--- src/rtl/prog_store.sv ---
// prog_store: writable program memory that self-initialises to INIT_WORD after reset,
// with a run-time load port and a 1-cycle-latency fetch port returning {addr, word}.
// Optional feature macro: PROG_STORE_PARITY_EN adds a stored even-parity bit per word
// and a par_err output qualified by fetch_valid.
module prog_store #(
  parameter int unsigned       ADDR_W    = 4,
  parameter int unsigned       DATA_W    = 42,
  parameter int unsigned       DEPTH     = 16,
  parameter logic [DATA_W-1:0] INIT_WORD = '0
) (
  input  logic                     clk,
  input  logic                     rst,
  output logic                     init_done,
  input  logic                     wr_en,
  input  logic [ADDR_W-1:0]        wr_addr,
  input  logic [DATA_W-1:0]        wr_data,
  output logic                     wr_ready,
  input  logic                     fetch_req,
  input  logic [ADDR_W-1:0]        fetch_addr,
  output logic                     fetch_ready,
  output logic                     fetch_valid,
  output logic [ADDR_W+DATA_W-1:0] fetch_line,
`ifdef PROG_STORE_PARITY_EN
  output logic                     par_err,
`endif
  output logic                     fetch_fault
);

  localparam int unsigned PTR_W = ADDR_W + 1;
`ifdef PROG_STORE_PARITY_EN
  localparam int unsigned MEM_W = DATA_W + 1;
`else
  localparam int unsigned MEM_W = DATA_W;
`endif

  typedef enum logic [0:0] {
    ST_INIT = 1'b0,
    ST_RUN  = 1'b1
  } state_t;

  state_t             state;
  state_t             state_next;
  logic [PTR_W-1:0]   init_ptr;
  logic [MEM_W-1:0]   mem [DEPTH];
  logic [MEM_W-1:0]   rd_entry;
  logic               init_last;
  logic               wr_in_range;
  logic               fetch_fault_c;
  logic               init_we_c;
  logic               wr_accept_c;
  logic               fetch_accept_c;

  // Stored entry for a data word (parity bit on top when enabled).
  function automatic logic [MEM_W-1:0] mk_entry(input logic [DATA_W-1:0] d);
`ifdef PROG_STORE_PARITY_EN
    return {^d, d};
`else
    return d;
`endif
  endfunction

  // Unsigned range compares; the extra pointer bit keeps DEPTH == 2**ADDR_W exact.
  assign init_last     = (init_ptr == PTR_W'(DEPTH - 1));
  assign wr_in_range   = ({1'b0, wr_addr} < PTR_W'(DEPTH));
  assign fetch_fault_c = !({1'b0, fetch_addr} < PTR_W'(DEPTH));
  assign rd_entry      = mem[fetch_addr];

  // Both ports are open exactly when the block is operational.
  assign wr_ready    = init_done;
  assign fetch_ready = init_done;

  // State register.
  always_ff @(posedge clk) begin
    if (!rst) state <= ST_INIT;
    else      state <= state_next;
  end

  // Next-state logic: INIT walks every word once, RUN is terminal until reset.
  always_comb begin
    state_next = state;
    case (state)
      ST_INIT: if (init_last) state_next = ST_RUN;
      ST_RUN:  state_next = ST_RUN;
      default: state_next = ST_INIT;
    endcase
  end

  // Output decode: init writes during INIT, port accepts only during RUN.
  always_comb begin
    init_we_c      = 1'b0;
    wr_accept_c    = 1'b0;
    fetch_accept_c = 1'b0;
    case (state)
      ST_INIT: init_we_c = 1'b1;
      ST_RUN: begin
        wr_accept_c    = wr_en & wr_in_range;
        fetch_accept_c = fetch_req;
      end
      default: ;
    endcase
  end

  // Init pointer and operational flag.
  always_ff @(posedge clk) begin
    if (!rst) begin
      init_ptr  <= '0;
      init_done <= 1'b0;
    end else begin
      if (init_we_c) init_ptr <= init_ptr + PTR_W'(1);
      init_done <= (state_next == ST_RUN);
    end
  end

  // Memory array: init fill or load-port write (out-of-range writes dropped).
  always_ff @(posedge clk) begin
    if (rst) begin
      if (init_we_c)        mem[init_ptr[ADDR_W-1:0]] <= mk_entry(INIT_WORD);
      else if (wr_accept_c) mem[wr_addr]               <= mk_entry(wr_data);
    end
  end

  // Fetch response: read-before-write, line and fault hold between fetches.
  always_ff @(posedge clk) begin
    if (!rst) begin
      fetch_valid <= 1'b0;
      fetch_fault <= 1'b0;
      fetch_line  <= '0;
`ifdef PROG_STORE_PARITY_EN
      par_err     <= 1'b0;
`endif
    end else begin
      fetch_valid <= fetch_accept_c;
      if (fetch_accept_c) begin
        fetch_fault <= fetch_fault_c;
        fetch_line  <= {fetch_addr, fetch_fault_c ? INIT_WORD : rd_entry[DATA_W-1:0]};
`ifdef PROG_STORE_PARITY_EN
        par_err     <= !fetch_fault_c && (^rd_entry);
`endif
      end
    end
  end

endmodule

--- config.mk ---
export PLATFORM = sky130hd
export DESIGN_NAME = prog_store
export DESIGN_NICKNAME = d
export VERILOG_FILES = /design/src/rtl/prog_store.sv
export SDC_FILE = /design/constraint.sdc
export NUM_CORES = 1
export LEC_CHECK = 0
export BUFFER_PORTS_ARGS = -buffer_cell sky130_fd_sc_hd__buf_2
export CAP_MARGIN = 20
export CORE_MARGIN = 4
export CORE_UTILIZATION = 45
export DETAILED_ROUTE_END_ITERATION = 10
export PLACE_DENSITY_LB_ADDON = 0.25
export SLEW_MARGIN = 30
export SYNTH_ARGS = -nofsm -noshare
export SYNTH_HDL_FRONTEND = slang
export SYNTH_SLANG_ARGS = --single-unit
export TNS_END_PERCENT = 20
--- constraint.sdc ---
create_clock -name clk -period 4.68 [get_ports clk]
set_input_delay 0.936 -clock clk [delete_from_list [all_inputs] [get_ports clk]]
set_output_delay 0.936 -clock clk [all_outputs]
set_load 0.01 [all_outputs]
* Word-level counts from Yosys, hierarchy flattened
Memory sizes are Yosys's and may differ from the RTL's. A register that Yosys moved wholly into a read port is not among the register bits.
Cells that the tools add are included.
** Storage, ports and cells
- Bits in writable memories :: 672
- Input port bits :: 54
- Logic and storage cells :: 24
- Memories :: 1
- Register bits :: 53
- Output and inout port bits :: 51
** Operators by class
- Eq/ne operators :: 1
- Add/subtract/negate cells :: 1
- Bitwise gates (word level) :: 1
- Muxes and demuxes :: 14
- Reduce and logical (&&, ||, !) cells :: 2
** Memory list
- mem :: depth 16, bits a word 42, read ports 1, clocked after Yosys merged registers in 1, write ports 1, line 44 : logic [MEM_W-1:0] mem [DEPTH];
** Operator list (number)
- $mux W42 :: 1
- $reduce_or A42 Y1 :: 1
- $mux W1 :: 11
- $add A5 B1 Y5 const B :: 1
- $eq A5 B4 Y1 const B :: 1
- $mux W4 :: 1
- $pmux W1 S2 :: 1
- $logic_not A1 Y1 :: 1
- $not A1 Y1 :: 1

* Logic depth before layout (Yosys ltp)
Gate-level depths: netlist of run 1.
- Depth in word-level cells :: 7
- Gate-level depth with buffers :: 8
- Mapped depth without buffers :: 5

* Worst setup path before layout of run 1
OpenSTA, ideal clock, no wires.
- Path kind :: in2reg
- From :: input port rst
- To :: memory mem[14][0] (netlist name) (enable)
- Library setup time :: 442 ps
- Data required time :: 4238 ps
- Cell stages on the path :: 5
- Arrival :: 3613 ps
- Slack :: 626 ps
- Buffers on the path :: 1
- Path through :: and3_1 -> buf_2 -> mux2i_1 -> or3b_1 -> nor2_1
** On the way
- Cells in the longest elaborated chain, start to end :: 4
- Elaborated cells between the ends (all ways) :: 7
- Classes of those cells :: mux: 6; reduce/logical: 1
** RTL lines
- from (decl) :: line 12 : input logic rst,
- $mux W1 :: line 116 : if (rst) begin
- $mux W1 (not written as such) :: line 118 : else if (wr_accept_c) mem[wr_addr] <= mk_entry(wr_data);
- $reduce_or A42 Y1 (no source line)
- $mux W4 (no source line) / $mux W1 (equally long branches)
- to (decl) :: line 44
Parallel ways exist; a longest one is shown, timed or not.

==> flow_summary.toml, run 1 <==
[run_status]
outcome = "finished clean"

[floorplanning]
core_um2 = 60600
num_rows = 90
dieHeight_um = 256
ios = 105
die_area_um2 = 65400
die_x_um = 256
initial_core_util_pct = 45.6

[finish]
antennaDiodeCount = 0
final_common_cell = "edfxtp_1"
nNetsFinal = 1549
layout.cells.non_filler = 2334
layout_common_cells = "edfxtp_1 (672), mux4_2 (125), buf_2 (100), mux2i_1 (88), a22oi_1 (84)"
drive_above_1_share_pct = 29.2
final_util_pct = 52.5
fin_area_um2 = 31800
syn2layout_area_growth_pct = 15.1
nFillCells = 4749

[placement]
portBuffers = 103
dp.cells = 2199
dp_slack_ns = 0.971
place_hpwl_um = 34100
place_area_um2 = 29400
place_congestion = 0.755

[detailed_routing]
wl_per_cell_um = 26.0
drc = 0
drtPass1Iterations = 5
vias = 13300
viasPerCell = 5.71
ant_nets = 0
wl_um = 60700
drt_iter0_markers = 1163

[clocking]
cts_tree = "yes"
htreeDepth = 3
clk_latency_ns = 0.60
cts.path.max_buffers = 3
root_buffer = "clkbuf_16"
cts-buffers-inserted = 74
cts_resized = 0
clkSinkCount = 725
cts_hold_buf = 0
cts.clk_slew.worst_paths_ns = 0.06
postCtsSetupRepairBufs = 0

[global_routing]
grt_pass1_wl_um = 90400
grt_pass1_vias = 13800
antenna_found_initial = 1
grt_max_degree = 68
grt.overflow.total = 0
grt_usage_pct = 18.4

[power_and_ir_drop]
cellPowerDensity_nw_per_um2 = 417
total_power_mw = 13.3
ir_drop_v = 0.000242
leakagePower_nw = 10.2

[worst_setup_path]
crit_chain = "and3_2 -> mux2i_1 -> nand3b_1 -> nor2_4 -> buf_4"
critPathSlowestCell = "nor2_4"
rrSetupSlack_ns = 1.29
regToRegStartpoint = "fetch_ready"
end_kind = "flop"
arrival_ns = 3.68
cpPeakStageDelay_ns = 0.74
crit_fanout = 20
critPathLaunchType = "flop"
path_class = "reg -> reg"
required_ns = 4.96
critPathLaunch = "fetch_ready"

[synthesis]
postSynthAreaPerCell_um2 = 20.5
synth-seq-cells = 725
synth.area.top_cells = "edfxtp_1 (73%), mux4_2 (10%), dfxtp_1 (3.8%)"
yosysSeqAreaShare_pct = 76.9
yosys.area.top_type = "edfxtp_1"
synthesis.area_um2 = 27600
synthMuxAreaShare_pct = 15.1
synthAdderAreaFrac_pct = 0.0906
synth_top_family_by_area = "multiplexers"
synth_compound_area_share_pct = 3.72
ys_types = 33
syn_nets = 1406
yosys.area_share.simple_pct = 2.52
yosysWarningCount = 0
syn-instance-count = 1350
synth_top_cell_area_share_pct = 73.0
yosys.area_share.xor_xnor_pct = 0.0951

[timing]
fmax_mhz = 295
setup_viol = 0
setup_tns_ns = 0
postLayoutSetupSlackWorst_ns = 1.29
hold_viol = 0
fin_skew_ns = 0.0303
slew-limit-headroom_pct = 35.4
min_period_ns = 3.39
final_max_slew_viol_count = 0
post-route-period-util_pct = 72.5
grt_setup_unrepaired = "false"
worst_pin_slew_ns = 0.965
whs_ns = 0.479

[run]
drv_cap = 0

[min_path]
min_path_type = "reg -> reg"
min_from = "fetch_line[43]"
==> worst max-delay path: cells and delay by family (launching register included) <==
kind / cells / cell delay [ns]
mux: 1 / 0.20
simple gates: 3 / 1.78
buf+inv: 1 / 0.37
flops: 1 / 0.72
==> registers in the layout, summed over array words and instances, names as in the netlist <==
signal       flops
fetch_line      46
fetch_ready      1
fetch_valid      1
init_ptr         5
mem            672
==> worst paths after layout <==
kind	to	cells past startpoint
setup / recovery	mem[8][32]	5
setup reg to reg	mem[8][32]	5
hold / removal	fetch_line[43]	2
hold reg to reg	fetch_line[43]	2
==> synthesized netlist by cell type, drive strengths merged <==
master / instances
conb: 1
nand2: 51
or3b: 1
nor2: 18
nand3b: 2
mux2i: 88
xnor2: 3
inv: 3
o211ai: 41
mux2: 42
and3: 3
mux4: 125
a21boi: 4
dfxtp: 53
and2: 49
o21a: 1
clkbuf: 41
a31oi: 5
nor2b: 5
nor3b: 2
nor3: 1
buf: 43
a22oi: 84
edfxtp: 672
ha: 2
nand3: 6
nand2b: 1
o21ai: 1
a32oi: 1
o22ai: 1
==> power by group <==
part           total (mW)  switching [mW]  leakage, nW  internal [mW]
combinational       0.402           0.244         2.74          0.157
clock                5.81            2.38         1.19           3.42
sequential           7.07          0.0172         6.28           7.05
total                13.3            2.64         10.2           10.6
==> cell families (layout without fill, tap and decap cells) <==
logic type	after synthesis	in the layout
compound gates	138	138
xor+xnor	3	3
fa+ha+maj	2	2
buf+inv	87	289
flops	725	725
mux	255	255
other cells	1	1
simple gates	139	139
==> metal layers <==
| layer | part of all wire, % | vias to the layer above | global-route usage (%) |
|---|---|---|---|
| li1 | - | 5822 | - |
| met1 | 45 | 7040 | 27.3 |
| met4 | 1.6 | 0 | 4.71 |
| met2 | 47 | 408 | 29.0 |
| met3 | 5.7 | 64 | 3.09 |
| met5 | 0 | - | 0 |
==> final cells by class <==
type                    instances  area [um2]  area share (%)
flip-flops and latches        725       21200            66.8
multi-input cells             538        6110            19.2
clock buffers                 107        2150            6.76
repair buffers                151        1050            3.29
well taps                     782         978            3.08
clock inverters                28         268           0.842
inverters                       3        11.3          0.0354
Note: power is estimated with default switching activity, not from simulation.
==> run 2, diff against run 1 <==
- clock period: 4.68 -> 3.5 ns (I/O delays scaled with it)
==> run 2 against run 1 <==
  * Count of clock-buffer cells in the layout fell by 3
  * Critical path type is now in -> reg
  * Critical endpoint is now mem[2][1]
  * Power rose by 33%
  * Register-to-register slack got worse by 0.097 ns
  * Worst hold slack got worse by 0.033 ns
  * Via count rose by 1.6%
  * Global-route usage rose by 0.57 points
  * Largest cell class unchanged
  * Sequential share of layout area fell by 0.30 points
  * First-iteration DRC count rose by 0.77%
==> flow_summary.toml, run 2 (synthesized netlist as in run 1, its figures left out) <==
[run_status]
outcome = "finished clean"

[finish]
layout_common_cells = "edfxtp_1 (672), mux4_2 (125), buf_2 (100), mux2i_1 (88), a22oi_1 (84)"
top_regs = "mem x672, fetch_line x46, init_ptr x5"
nFillCells = 4668
final-seq-area_um2 = 21200
fin_area_um2 = 31900
multi_input_area_um2 = 6090
largest_reg_flops = 672
final_util_pct = 52.7
regMostFlops = "mem"
nNetsFinal = 1559
final_common_cell = "edfxtp_1"
drive_above_1_share_pct = 29.5
syn2layout_area_growth_pct = 15.6
layout.cells.non_filler = 2345

[clocking]
clkSinkCount = 725
cts-buffers-inserted = 74
clk_latency_ns = 0.63
cts.clk_slew.worst_paths_ns = 0.06
root_buffer = "clkbuf_16"
cts_hold_buf = 0
htreeDepth = 3
postCtsSetupRepairBufs = 0
cts_tree = "yes"
cts.path.max_buffers = 3
cts_resized = 0

[placement]
dp.cells = 2209
place_congestion = 0.741
portBuffers = 103
place_hpwl_um = 35300
place_area_um2 = 29600

[worst_setup_path]
critPathLaunchType = "input pin"
crit_fanout = 22
required_ns = 3.85
arrival_ns = 2.75
end_kind = "flop"
path_class = "in -> reg"

[detailed_routing]
vias = 13500
wl_per_cell_um = 26.3
drc = 0
wl_um = 61800
viasPerCell = 5.78
drt_iter0_markers = 1172
drtPass1Iterations = 5
ant_nets = 0

[timing]
grt_setup_unrepaired = "false"
hold_viol = 0
worst_pin_slew_ns = 0.965
final_max_slew_viol_count = 0
fin_skew_ns = 0.0224
slew-limit-headroom_pct = 35.4
post-route-period-util_pct = 68.5
min_period_ns = 2.40
setup_viol = 0
setup_tns_ns = 0
fmax_mhz = 417

[floorplanning]
dieHeight_um = 256
initial_core_util_pct = 45.6
ios = 105
num_rows = 90
die_x_um = 256
core_um2 = 60600
die_area_um2 = 65400

[power_and_ir_drop]
leakagePower_nw = 10.3
ir_drop_v = 0.000342
cellPowerDensity_nw_per_um2 = 553

[global_routing]
antenna_found_initial = 0
grt_usage_pct = 19.0
grt_max_degree = 48
grt_pass1_wl_um = 93100
grt.overflow.total = 0
grt_pass1_vias = 14000

[min_path]
min_path_type = "in -> reg"

[run]
drv_cap = 0
[run 2: final timing paths]
path	start	end	slack (ns)	cells after the start
max	rst	mem[2][1]	1.10	7
min	fetch_req	fetch_line[45]	0.45	3
max reg2reg	fetch_ready	mem[2][1]	1.19	6
min reg2reg	fetch_line[43]	fetch_line[43]	0.48	2
[run 2: stage by stage]
stage / hold slack, ns / setup slack [ns] / power, mW
after floorplan: 0.488 / -0.318 / 9.98
after global placement: 0.466 / 0.535 / 10.2
after detailed placement: 0.466 / 0.487 / 10.2
after CTS: 0.412 / 1.14 / 17.8
after global routing: 0.451 / 0.972 / 18.3
final: 0.446 / 1.10 / 17.7
[run 2: where the power goes]
| group | switching (mW) | internal [mW] | leakage [nW] | total, mW |
|---|---|---|---|---|
| clock | 3.17 | 4.49 | 1.18 | 7.66 |
| sequential | 0.0232 | 9.43 | 6.28 | 9.45 |
| combinational | 0.339 | 0.226 | 2.83 | 0.565 |
[run 2: critical path, stage by stage]
cell	delay (ns)
buf_2	0.25
and3_2	0.27
buf_4	0.23
nor3b_1	0.07
a31oi_1	0.72
nor2_4	0.22
buf_12	0.24
[run 2: per-layer routing]
metal  wire (um)  up-vias  track usage, %
li1            -     5846               -
met1       27200     7164            27.7
met2       29200      452            29.9
met3        4180       84            3.60
met4        1130        0            5.07
met5           0        -               0
[run 2: final cells by class]
cell class | instances | share of cell area (%)
timing repair buffer | 161 | 3.91
antenna | 1 | 0.00783
clock buffer | 104 | 6.43
clock inverter | 31 | 0.991
multi-input combinational | 538 | 19.1
tap | 782 | 3.06
sequential | 725 | 66.5
inverter | 3 | 0.0353
==> run 3, diff against run 2 <==
- clock period: 3.5 -> 2.2 ns (I/O delays scaled with it)
==> run 3 against run 2 <==
  * Sequential power up 59%
  * Flip-flop and latch count did not move
  * Design area is 4.4% higher
  * Worst hold slack lost 0.28 ns
  * Critical path depth down 1
  * Clock power rose by 59%
  * Die area did not move
  * Routed wire length shrank 1.8%
  * Count of clock-buffer cells in the layout increased by 1
  * Clock skew decreased by 0.0044 ns
  * Power rose by 60%
  * Non-clock buffer count grew 83
  * Highest routed layer unchanged
==> flow_summary.toml, run 3 (synthesized netlist as in run 1, its figures left out) <==
[finish]
layout.cells.non_filler = 2426
fin_area_um2 = 33400
regMostFlops = "mem"
top_regs = "mem x672, fetch_line x46, init_ptr x5"
multi_input_area_um2 = 6140
final-seq-area_um2 = 21200
nFillCells = 4588
drive_above_1_share_pct = 33.6
antennaDiodeCount = 0
nNetsFinal = 1641
final_util_pct = 55.1
final_common_cell = "edfxtp_1"
syn2layout_area_growth_pct = 20.7
largest_reg_flops = 672
layout_common_cells = "edfxtp_1 (672), mux4_2 (125), buf_2 (100), mux2i_1 (87), a22oi_1 (84)"

[placement]
place_congestion = 0.738
portBuffers = 103
dp.cells = 2292
place_hpwl_um = 37200
place_area_um2 = 31000
dp_slack_ns = -0.0103

[worst_setup_path]
path_class = "reg -> reg"
arrival_ns = 2.42
end_kind = "flop"
crit_fanout = 16
required_ns = 2.53
critPathLaunchType = "flop"

[detailed_routing]
drtPass1Iterations = 5
wl_per_cell_um = 25.0
viasPerCell = 5.63
ant_nets = 0
drc = 0
wl_um = 60600
drt_iter0_markers = 1293
vias = 13700

[clocking]
htreeDepth = 3
cts.clk_slew.worst_paths_ns = 0.06
cts-buffers-inserted = 73
clkSinkCount = 725
root_buffer = "clkbuf_16"
cts_hold_buf = 0
clk_latency_ns = 0.60
cts.path.max_buffers = 3
cts_tree = "yes"
cts_resized = 0
postCtsSetupRepairBufs = 0

[run]
drv_cap = 0

[power_and_ir_drop]
swShare_pct = 19.5
switchingPower_mw = 5.51
power.internal_mw = 22.7
ir_drop_v = 0.000549
combPwrFrac_pct = 3.5
pwr-share-seq_pct = 53.3
cellPowerDensity_nw_per_um2 = 846
power.share.clock_pct = 43.3
total_power_mw = 28.2
leakagePower_nw = 10.9

[timing]
worst_pin_slew_ns = 0.670
setup_viol = 0
hold_viol = 0
grt_setup_unrepaired = "false"
min_period_ns = 2.09
final_max_slew_viol_count = 0
postLayoutSetupSlackWorst_ns = 0.111
slew-limit-headroom_pct = 55.2
post-route-period-util_pct = 94.9
setup_tns_ns = 0
whs_ns = 0.162
fin_skew_ns = 0.0180
fmax_mhz = 479

[global_routing]
grt_pass1_wl_um = 91600
antenna_found_initial = 1
grt_pass1_vias = 14300
grt_max_degree = 43
grt.overflow.total = 0
grt_usage_pct = 18.5

[floorplanning]
core_um2 = 60600
initial_core_util_pct = 45.6
dieHeight_um = 256
ios = 105
die_area_um2 = 65400
die_x_um = 256
num_rows = 90

[min_path]
min_path_type = "in -> reg"

[run_status]
outcome = "finished clean"
-- run 3: layer usage --
metal  GRT usage [%]  routed length, um  up-vias
li1                -                  -     6024
met5               0                  0        -
met2            29.0              28600      377
met1            27.6              27900     7197
met4            4.66                919        0
met3            2.96               3250       65
-- run 3: worst max-delay path, stage by stage (launching register included) --
cell and delay (ns):
dfxtp_2 0.45, and3_4 0.27, buf_4 0.17, nor2_1 0.06
a31oi_2 0.52, nor2_4 0.13, buf_12 0.20
-- run 3: layout make-up --
cell class                 count  area share (%)
timing repair buffer         244            7.75
sequential                   725            63.7
tap                          782            2.93
clock buffer                 105            6.45
inverter                       3          0.0338
multi-input combinational    538            18.4
clock inverter                29           0.747
-- run 3: power groups by stage --
stage | logic (mW) | clock network, mW | registers (mW)
global route | 1.04 | 13.1 | 15.0
global placement | 0.984 | 0 | 15.3
detailed placement | 0.992 | 0 | 15.3
floorplan | 0.585 | 0 | 15.3
CTS | 0.994 | 12.5 | 15.0
finish | 0.975 | 12.2 | 15.0
-- run 3: worst paths after layout --
path / endpoint / slack (ns) / from / depth (start not counted)
worst max-delay path: mem[7][3] / 0.11 / fetch_ready / 6
worst min-delay path: fetch_line[42] / 0.16 / fetch_req / 3
worst min register to register: fetch_line[44] / 0.46 / fetch_line[44] / 2
worst max register to register: mem[7][3] / 0.11 / fetch_ready / 6
